### config.mk
export PLATFORM = sky130hd
export DESIGN_NAME = controle_rodada_nivel
export DESIGN_NICKNAME = d
export VERILOG_FILES = /design/src/rtl/controle_rodada_nivel.sv
export SDC_FILE = /design/constraint.sdc
export NUM_CORES = 1
export LEC_CHECK = 0
export CORE_MARGIN = 4
export CORE_UTILIZATION = 48
export DETAILED_ROUTE_END_ITERATION = 16
export HOLD_SLACK_MARGIN = 0.05
export PLACE_DENSITY = 0.76
export SETUP_SLACK_MARGIN = 0.3
export SLEW_MARGIN = 25
export SYNTH_ARGS = -nofsm -noshare
export SYNTH_HDL_FRONTEND = slang
export SYNTH_SLANG_ARGS = --single-unit
### constraint.sdc
create_clock -name clock -period 1.8 [get_ports clock]
set_input_delay 0.36 -clock clock [delete_from_list [all_inputs] [get_ports clock]]
set_output_delay 0.36 -clock clock [all_outputs]
set_load 0.01 [all_outputs]
### src/rtl/controle_rodada_nivel.sv
// -----------------------------------------------------------------------------
// controle_rodada_nivel
//
// Sub-controller for one level of the LED-matrix memory game. The top game
// FSM starts it with iniciar_nivel. It then sequences the level datapath:
//   - shows the stored sequence one element at a time (exibe) while stepping
//     the memory address counter M (zeraM / contaM);
//   - collects each player move (registraJ) and checks it with the comparator;
//   - times out a player who stays idle for too long.
// It reports the result with nivel_concluido (pulse), errou or timeout (held).
//
// Handshake: iniciar_nivel is a level request sampled on the rising edge and
// is accepted only while the block is in ocioso, est_errou or est_timeout.
// In any other state it is ignored. jogada is a one-cycle pulse and is
// consumed only in espera_jogada; elsewhere it is dropped, not queued.
//
// Ports
//   clock            in   rising-edge system clock
//   reset            in   asynchronous, active-high
//   iniciar_nivel    in   start level request
//   jogada           in   one-cycle pulse, player pressed a key
//   jogada_correta   in   comparator: registered move == memory[M]
//   fim_sequencia    in   M == current level length - 1
//   zeraM            out  clear move/address counter M
//   contaM           out  increment M
//   registraJ        out  load player-move register
//   exibe            out  drive the matrix with memory[M]
//   nivel_concluido  out  one-cycle pulse, whole sequence reproduced
//   errou            out  held while in est_errou
//   timeout          out  held while in est_timeout
//   pronto           out  high in ocioso
//   db_estado        out  state code for the debug display
// -----------------------------------------------------------------------------
module controle_rodada_nivel #(
    parameter int EXIBE_CICLOS   = 500,
    parameter int TIMEOUT_CICLOS = 5000
) (
    input  logic       clock,
    input  logic       reset,
    input  logic       iniciar_nivel,
    input  logic       jogada,
    input  logic       jogada_correta,
    input  logic       fim_sequencia,
    output logic       zeraM,
    output logic       contaM,
    output logic       registraJ,
    output logic       exibe,
    output logic       nivel_concluido,
    output logic       errou,
    output logic       timeout,
    output logic       pronto,
    output logic [4:0] db_estado
);

    // Timer sized for the longer of the two intervals it has to measure.
    localparam int MAX_CICLOS = (EXIBE_CICLOS > TIMEOUT_CICLOS) ? EXIBE_CICLOS : TIMEOUT_CICLOS;
    localparam int TW         = (MAX_CICLOS > 2) ? $clog2(MAX_CICLOS) : 1;

    localparam logic [TW-1:0] EXIBE_FIM   = TW'(EXIBE_CICLOS - 1);
    localparam logic [TW-1:0] TIMEOUT_FIM = TW'(TIMEOUT_CICLOS - 1);
    localparam logic [TW-1:0] TIMER_MAX   = '1;

    typedef enum logic [3:0] {
        OCIOSO        = 4'd0,
        INICIA        = 4'd1,
        MOSTRA        = 4'd2,
        PROX_MOSTRA   = 4'd3,
        PREPARA_JOGO  = 4'd4,
        ESPERA_JOGADA = 4'd5,
        REGISTRA      = 4'd6,
        COMPARA       = 4'd7,
        PROX_JOGADA   = 4'd8,
        CONCLUIDO     = 4'd9,
        EST_ERROU     = 4'd10,
        EST_TIMEOUT   = 4'd11
    } estado_t;

    estado_t       estado_q, estado_d;
    logic [TW-1:0] timer_q, timer_d;

    // ------------------------------------------------------------------
    // State and timer registers
    // ------------------------------------------------------------------
    always_ff @(posedge clock or posedge reset) begin
        if (reset) begin
            estado_q <= OCIOSO;
            timer_q  <= '0;
        end else begin
            estado_q <= estado_d;
            timer_q  <= timer_d;
        end
    end

    // ------------------------------------------------------------------
    // Next state
    // ------------------------------------------------------------------
    always_comb begin
        estado_d = estado_q;
        unique case (estado_q)
            OCIOSO:        if (iniciar_nivel) estado_d = INICIA;
            INICIA:        estado_d = MOSTRA;
            MOSTRA:        if (timer_q == EXIBE_FIM) estado_d = PROX_MOSTRA;
            PROX_MOSTRA:   estado_d = fim_sequencia ? PREPARA_JOGO : MOSTRA;
            PREPARA_JOGO:  estado_d = ESPERA_JOGADA;
            ESPERA_JOGADA: begin
                // A move on the last allowed cycle still counts.
                if (jogada)                         estado_d = REGISTRA;
                else if (timer_q == TIMEOUT_FIM)    estado_d = EST_TIMEOUT;
            end
            REGISTRA:      estado_d = COMPARA;
            COMPARA: begin
                if (!jogada_correta)    estado_d = EST_ERROU;
                else if (fim_sequencia) estado_d = CONCLUIDO;
                else                    estado_d = PROX_JOGADA;
            end
            PROX_JOGADA:   estado_d = ESPERA_JOGADA;
            CONCLUIDO:     estado_d = OCIOSO;
            EST_ERROU:     if (iniciar_nivel) estado_d = INICIA;
            EST_TIMEOUT:   if (iniciar_nivel) estado_d = INICIA;
            default:       estado_d = OCIOSO;
        endcase
    end

    // ------------------------------------------------------------------
    // Timer: restarts from zero whenever mostra or espera_jogada is entered
    // (including mostra -> prox_mostra -> mostra), counts while the state is
    // held and saturates instead of wrapping.
    // ------------------------------------------------------------------
    always_comb begin
        timer_d = timer_q;
        if (estado_d != estado_q) begin
            timer_d = '0;
        end else if ((estado_q == MOSTRA) || (estado_q == ESPERA_JOGADA)) begin
            if (timer_q != TIMER_MAX) timer_d = timer_q + 1'b1;
        end
    end

    // ------------------------------------------------------------------
    // Outputs. Everything is decoded from the state, except that contaM in
    // prox_mostra is suppressed on the last element so M never runs past the
    // level length while the sequence is being shown.
    // ------------------------------------------------------------------
    always_comb begin
        zeraM           = 1'b0;
        contaM          = 1'b0;
        registraJ       = 1'b0;
        exibe           = 1'b0;
        nivel_concluido = 1'b0;
        errou           = 1'b0;
        timeout         = 1'b0;
        pronto          = 1'b0;
        db_estado       = {1'b0, estado_q};
        unique case (estado_q)
            OCIOSO: begin
                pronto = 1'b1;
                zeraM  = 1'b1;
            end
            INICIA:        zeraM           = 1'b1;
            MOSTRA:        exibe           = 1'b1;
            PROX_MOSTRA:   contaM          = ~fim_sequencia;
            PREPARA_JOGO:  zeraM           = 1'b1;
            ESPERA_JOGADA: ;
            REGISTRA:      registraJ       = 1'b1;
            COMPARA:       ;
            PROX_JOGADA:   contaM          = 1'b1;
            CONCLUIDO:     nivel_concluido = 1'b1;
            EST_ERROU:     errou           = 1'b1;
            EST_TIMEOUT:   timeout         = 1'b1;
            default:       db_estado       = 5'b11111;
        endcase
    end

endmodule

# After elaboration in Yosys (flattened, before gate mapping)

Cells that the tools add are included.

Register bits: 17
Latch bits: 0
RAM bits: 0
ROM bits: 0
Output and inout port bits: 13
Word-level logic and storage cells: 48
Memories: 0

Add/sub/neg operators: 1
Multiply operators: 0
Div/mod/pow operators: 0
$lt $le $gt $ge: 0
Equality and inequality tests: 15
Shift operators: 0
Muxes and demuxes: 20
Bitwise logic cells: 1
Reduce and logical (&&, ||, !) cells: 9

Operators by type and width:

| operator              | count |
|---|---|
| $mux 13               | 3 |
| $pmux 4 s8            | 1 |
| $eq 4x3->1 const B    | 4 |
| $eq 4x4->1 const B    | 4 |
| $mux 4                | 4 |
| $add 13x1->13 const B | 1 |
| $eq 13x13->1 const B  | 1 |
| $eq 13x9->1 const B   | 1 |
| $ne 13x13->1 const B  | 1 |
| $reduce_or 12->1      | 1 |
| $eq 4x2->1 const B    | 2 |
| $mux 1                | 8 |
| $reduce_or 3->1       | 2 |
| $mux 5                | 1 |
| $eq 4x1->1 const B    | 1 |
| $logic_not 4->1       | 1 |
| $ne 4x4->1            | 1 |
| $reduce_bool 2->1     | 2 |
| $mux 3                | 1 |
| $mux 2                | 1 |
| $pmux 1 s2            | 1 |
| $reduce_and 2->1      | 1 |
| $reduce_or 2->1       | 1 |
| $logic_or 1x1->1      | 1 |
| $not 1->1             | 1 |

# Longest topological paths before layout

Gate-level depths: netlist of the first run.

Depth in word-level cells: 7
Mapped depth: 7

# Worst setup path before layout of the first run

No wires, ideal clock.

Kind: reg2reg
Start point: register estado_q[2]
End point: register timer_q[0]
Arrival: 1910 ps
Required time: 1729 ps
Slack: -181 ps
Cell stages (with the launch flop): 8
Clock period less this slack: 1981 ps
Cell sequence: dfrtp_1 buf_2 nor4b_2 and4_1 nor3_1 or4_4 buf_6 nor2_1

Cells in the longest elaborated chain, start to end: 6
Elaborated cells between the ends (all ways): 24

Ends and longest elaborated chain:

| item                                                           | RTL line | source |
|---|---|---|
| start, declared                                                | 78       | `estado_t estado_q, estado_d;` |
| start signal, assigned                                         | 89       | `estado_q <= estado_d;` |
| $eq 4x4->1, or another cell as far along                       | 99       | `unique case (estado_q)` |
| $reduce_or 3->1 (no source line), or another cell as far along | -        |  |
| $pmux 4 s8                                                     | 99       |  |
| $ne 4x4->1                                                     | 131      | `if (estado_d != estado_q) begin` |
| $reduce_bool 2->1 (no source line)                             | -        |  |
| $reduce_and 2->1 (no source line)                              | -        |  |
| end signal, assigned                                           | 90       | `timer_q <= timer_d;` |
| end, declared                                                  | 79       | `logic [TW-1:0] timer_q, timer_d;` |

Several ways; a longest one is shown, not always the timed one.
A chain may end at the register's enable or synchronous reset.

# Worst setup path in the final report of the first run

Start point: register estado_q[3]
End point: register timer_q[11]

Same word-level chain as after synthesis.

==> results.yml, run 1 <==
status:
  status: "finished with violations"
  violations: "negative setup slack"
hold_path:
  worst_hold_path_type: "in2async"
clock_network:
  clk_pin_slew_ns: 0.12
  cts_buffer_depth: 2
  h-tree-depth: 1
  clkLatencyLatePin_ns: 0.32
  cts.sinks: 17
  cts_tree: "yes"
  hold_buffers: 0
  numCtsBuffers: 3
  cts_root_buf: "clkbuf_4"
global_routing:
  antenna_found_initial: 0
  grt_use_total: 0.267
  grt_pass1_vias: 1536
  grt_pass1_wl_um: 6930
  grt_max_degree: 18
  overflow: 0
die:
  die_y_um: 59.4
  start_util: 0.507
  core_um2: 2500
  die-area_um2: 3530
  num_io_pins: 19
  fp-row-count: 18
  die_x_um: 59.4
layout:
  utilization: 0.876
  fin_nets: 226
  stdcell_area_um2: 2190
  layout.cells.non_filler: 248
  drive_gt1_frac: 0.564
  diodes: 0
  syn2layout_area_growth_pct: 72.8
timing:
  min_period_ns: 2.16
  post-route-period-util: 1.20
  slew_violations: 0
  setup_viol: 19
  fin_ws_ns: -0.356
  hold_viol_final: 0
  fin_worst_skew_ns: 0.00465
  slew_headroom: 0.721
  fmax_mhz: 464
  rsz0062_at_grt: "yes"
  tightest_slew_ns: 0.416
route:
  wl_per_cell_um: 23.1
  vias_per_cell: 6.34
  drcViolationCount: 0
  routed_wl_um: 5740
  firstDrtPassIters: 4
  vias: 1572
  drt_iter0_drc: 150
  ant_nets: 0
power_and_ir_drop:
  p_per_area_nw_per_um2: 1630
  p_leak_nw: 0.968
  max-vdd-ir-drop_mv: 1.49
  power_mw: 3.57
job:
  maxCapViolations: 0
worst_setup_path:
  crit_type: "reg2reg"
  crit_path_cell_trace: "buf_6 > nor4b_4 > and4_4 > nor3_2 > or4_4 > buf_12 > nor2_1"
  end_kind: "flip-flop"
  crit_family: "simple AND/OR/NAND/NOR gates"
  worstPathRequired_ns: 2.05
  worst_path_max_delay_cell: "or4_4"
  crit_arrival_ns: 2.41
  max_stage_delay_ns: 0.49
  cp-start-kind: "flip-flop"
  crit_buf_inv: 2
  cp_max_fo: 8
synth:
  synthArstFlopShare: 1.00
  ys.flop_type: "dfrtp_1"
  ys_ff_latch: 17
  yosysWarnings: 0
  syn_inst: 149
  syn_area_um2: 1270
  synthDistinctLibCells: 48
  synth_nets: 156
  ys_seq_area_frac: 0.336
  syn_area_per_cell_um2: 8.51
  synth-edff-count: 0
placement:
  place_congestion: 0.943
  portBuffers: 18
  dp_cells: 223
  hpwlAfterDp_um: 2690
  placed_area_um2: 1730
## synthesized netlist by cell type, drive strengths merged (5+ instances only)
cell | n | share of area
nand2 | 12 | 0.036
a21oi | 11 | 0.052
nand3 | 5 | 0.020
nor2 | 19 | 0.056
clkbuf | 7 | 0.021
dfrtp | 17 | 0.34
xor2 | 8 | 0.055
nand2b | 5 | 0.025
o21ai | 5 | 0.023
nand4 | 7 | 0.035
## per-layer routing
metal | global-route usage | share of wire | vias up
met3 | 0.0436 | 0.067 | 36
met5 | 0 | 0 | -
li1 | - | - | 681
met2 | 0.482 | 0.51 | 91
met1 | 0.290 | 0.36 | 764
met4 | 0.152 | 0.058 | 0
## stage by stage
stage                     hold slack, ns  TNS [ns]  worst slack (ns)
after floorplan                    0.286    -0.502           -0.0453
after global placement             0.558     -5.71            -0.498
after detailed placement           0.590     -6.82            -0.641
after CTS                          0.374     -2.71            -0.199
after global routing               0.404     -5.78            -0.420
final                              0.390     -4.73            -0.356
## worst reg2reg max path, delay by kind of cell, from the launching register on
family | cells | cell delay (ns)
flops | 1 | 0.44
buf+inv | 2 | 0.30
simple gates | 5 | 1.35
## timing repair
action / CTS / global route
endpoints found under the hold margin: 0 / 0
setup endpoints to repair: 29 / 30
pin swaps: 8 / 17
setup buffers: 11 / 10
resized for setup: 86 / 44
## layout make-up
cell class,instances,area [um^2]
tap,30,37.5
inverter,3,11.3
clock buffer,3,22.5
clock inverter,1,5.00
fill,109,310
timing repair buffer,76,691
multi-input combinational,118,992
sequential,17,430
## layout by cell type, fill, tap and decap left out, drive strengths merged, types with 2 or more instances in the layout
master,n
inv,3
nor2b,2
and4,4
a21oi,11
nand2b,5
clkbuf,3
o21ai,5
nor2,19
nand2,12
a211oi,3
and3,2
xor2,8
o31ai,2
nand3,5
dfrtp,17
or2,2
nor3,4
clkdlybuf4s50,3
and2,4
buf,71
nor4b,3
nand4,7
## where the power goes
part / internal, mW / switching, mW / total [mW] / leakage, nW
sequential: 0.450 / 0.0705 / 0.521 / 0.225
combinational: 1.44 / 1.38 / 2.82 / 0.725
clock: 0.0834 / 0.151 / 0.234 / 0.0177
## registers in the layout, indices dropped and copies added (netlist names)
signal and cells:
estado_q 4, timer_q 13
## logic make-up after synthesis
logic type,count (synthesis),share of synthesized area
multiplexers,2,0.0168
buffers and inverters,14,0.0543
AND/OR/NAND/NOR,76,0.338
XOR/XNOR,8,0.0553
AO/OA/AOI/OAI,31,0.191
adder cells (fa/ha/maj),1,0.00987
flip-flops,17,0.336
## worst paths after layout
check	from	to	slack, ns	cells past startpoint
max	estado_q[3]	timer_q[11]	-0.36	7
min	reset	estado_q[1]	0.39	3
max reg2reg	estado_q[3]	timer_q[11]	-0.36	7
min reg2reg	timer_q[1]	timer_q[1]	0.68	3
max in group asynchronous	reset	estado_q[0]	1.19	3
min in group clock	jogada	estado_q[3]	0.45	2
(Power assumes the default switching activity.)
==> run 2: changes to the inputs <==
GPL_ROUTABILITY_DRIVEN = 0   (was not set)
GPL_TIMING_DRIVEN = 1   (was not set)
==> results of run 2 <==
Final layout, timing and power as in run 1 (identical DEF).
==> run 3: changes to the inputs <==
HOLD_SLACK_MARGIN = 0.02   (was 0.05)
==> results of run 3 <==
Final layout, timing and power as in run 1 (identical DEF).
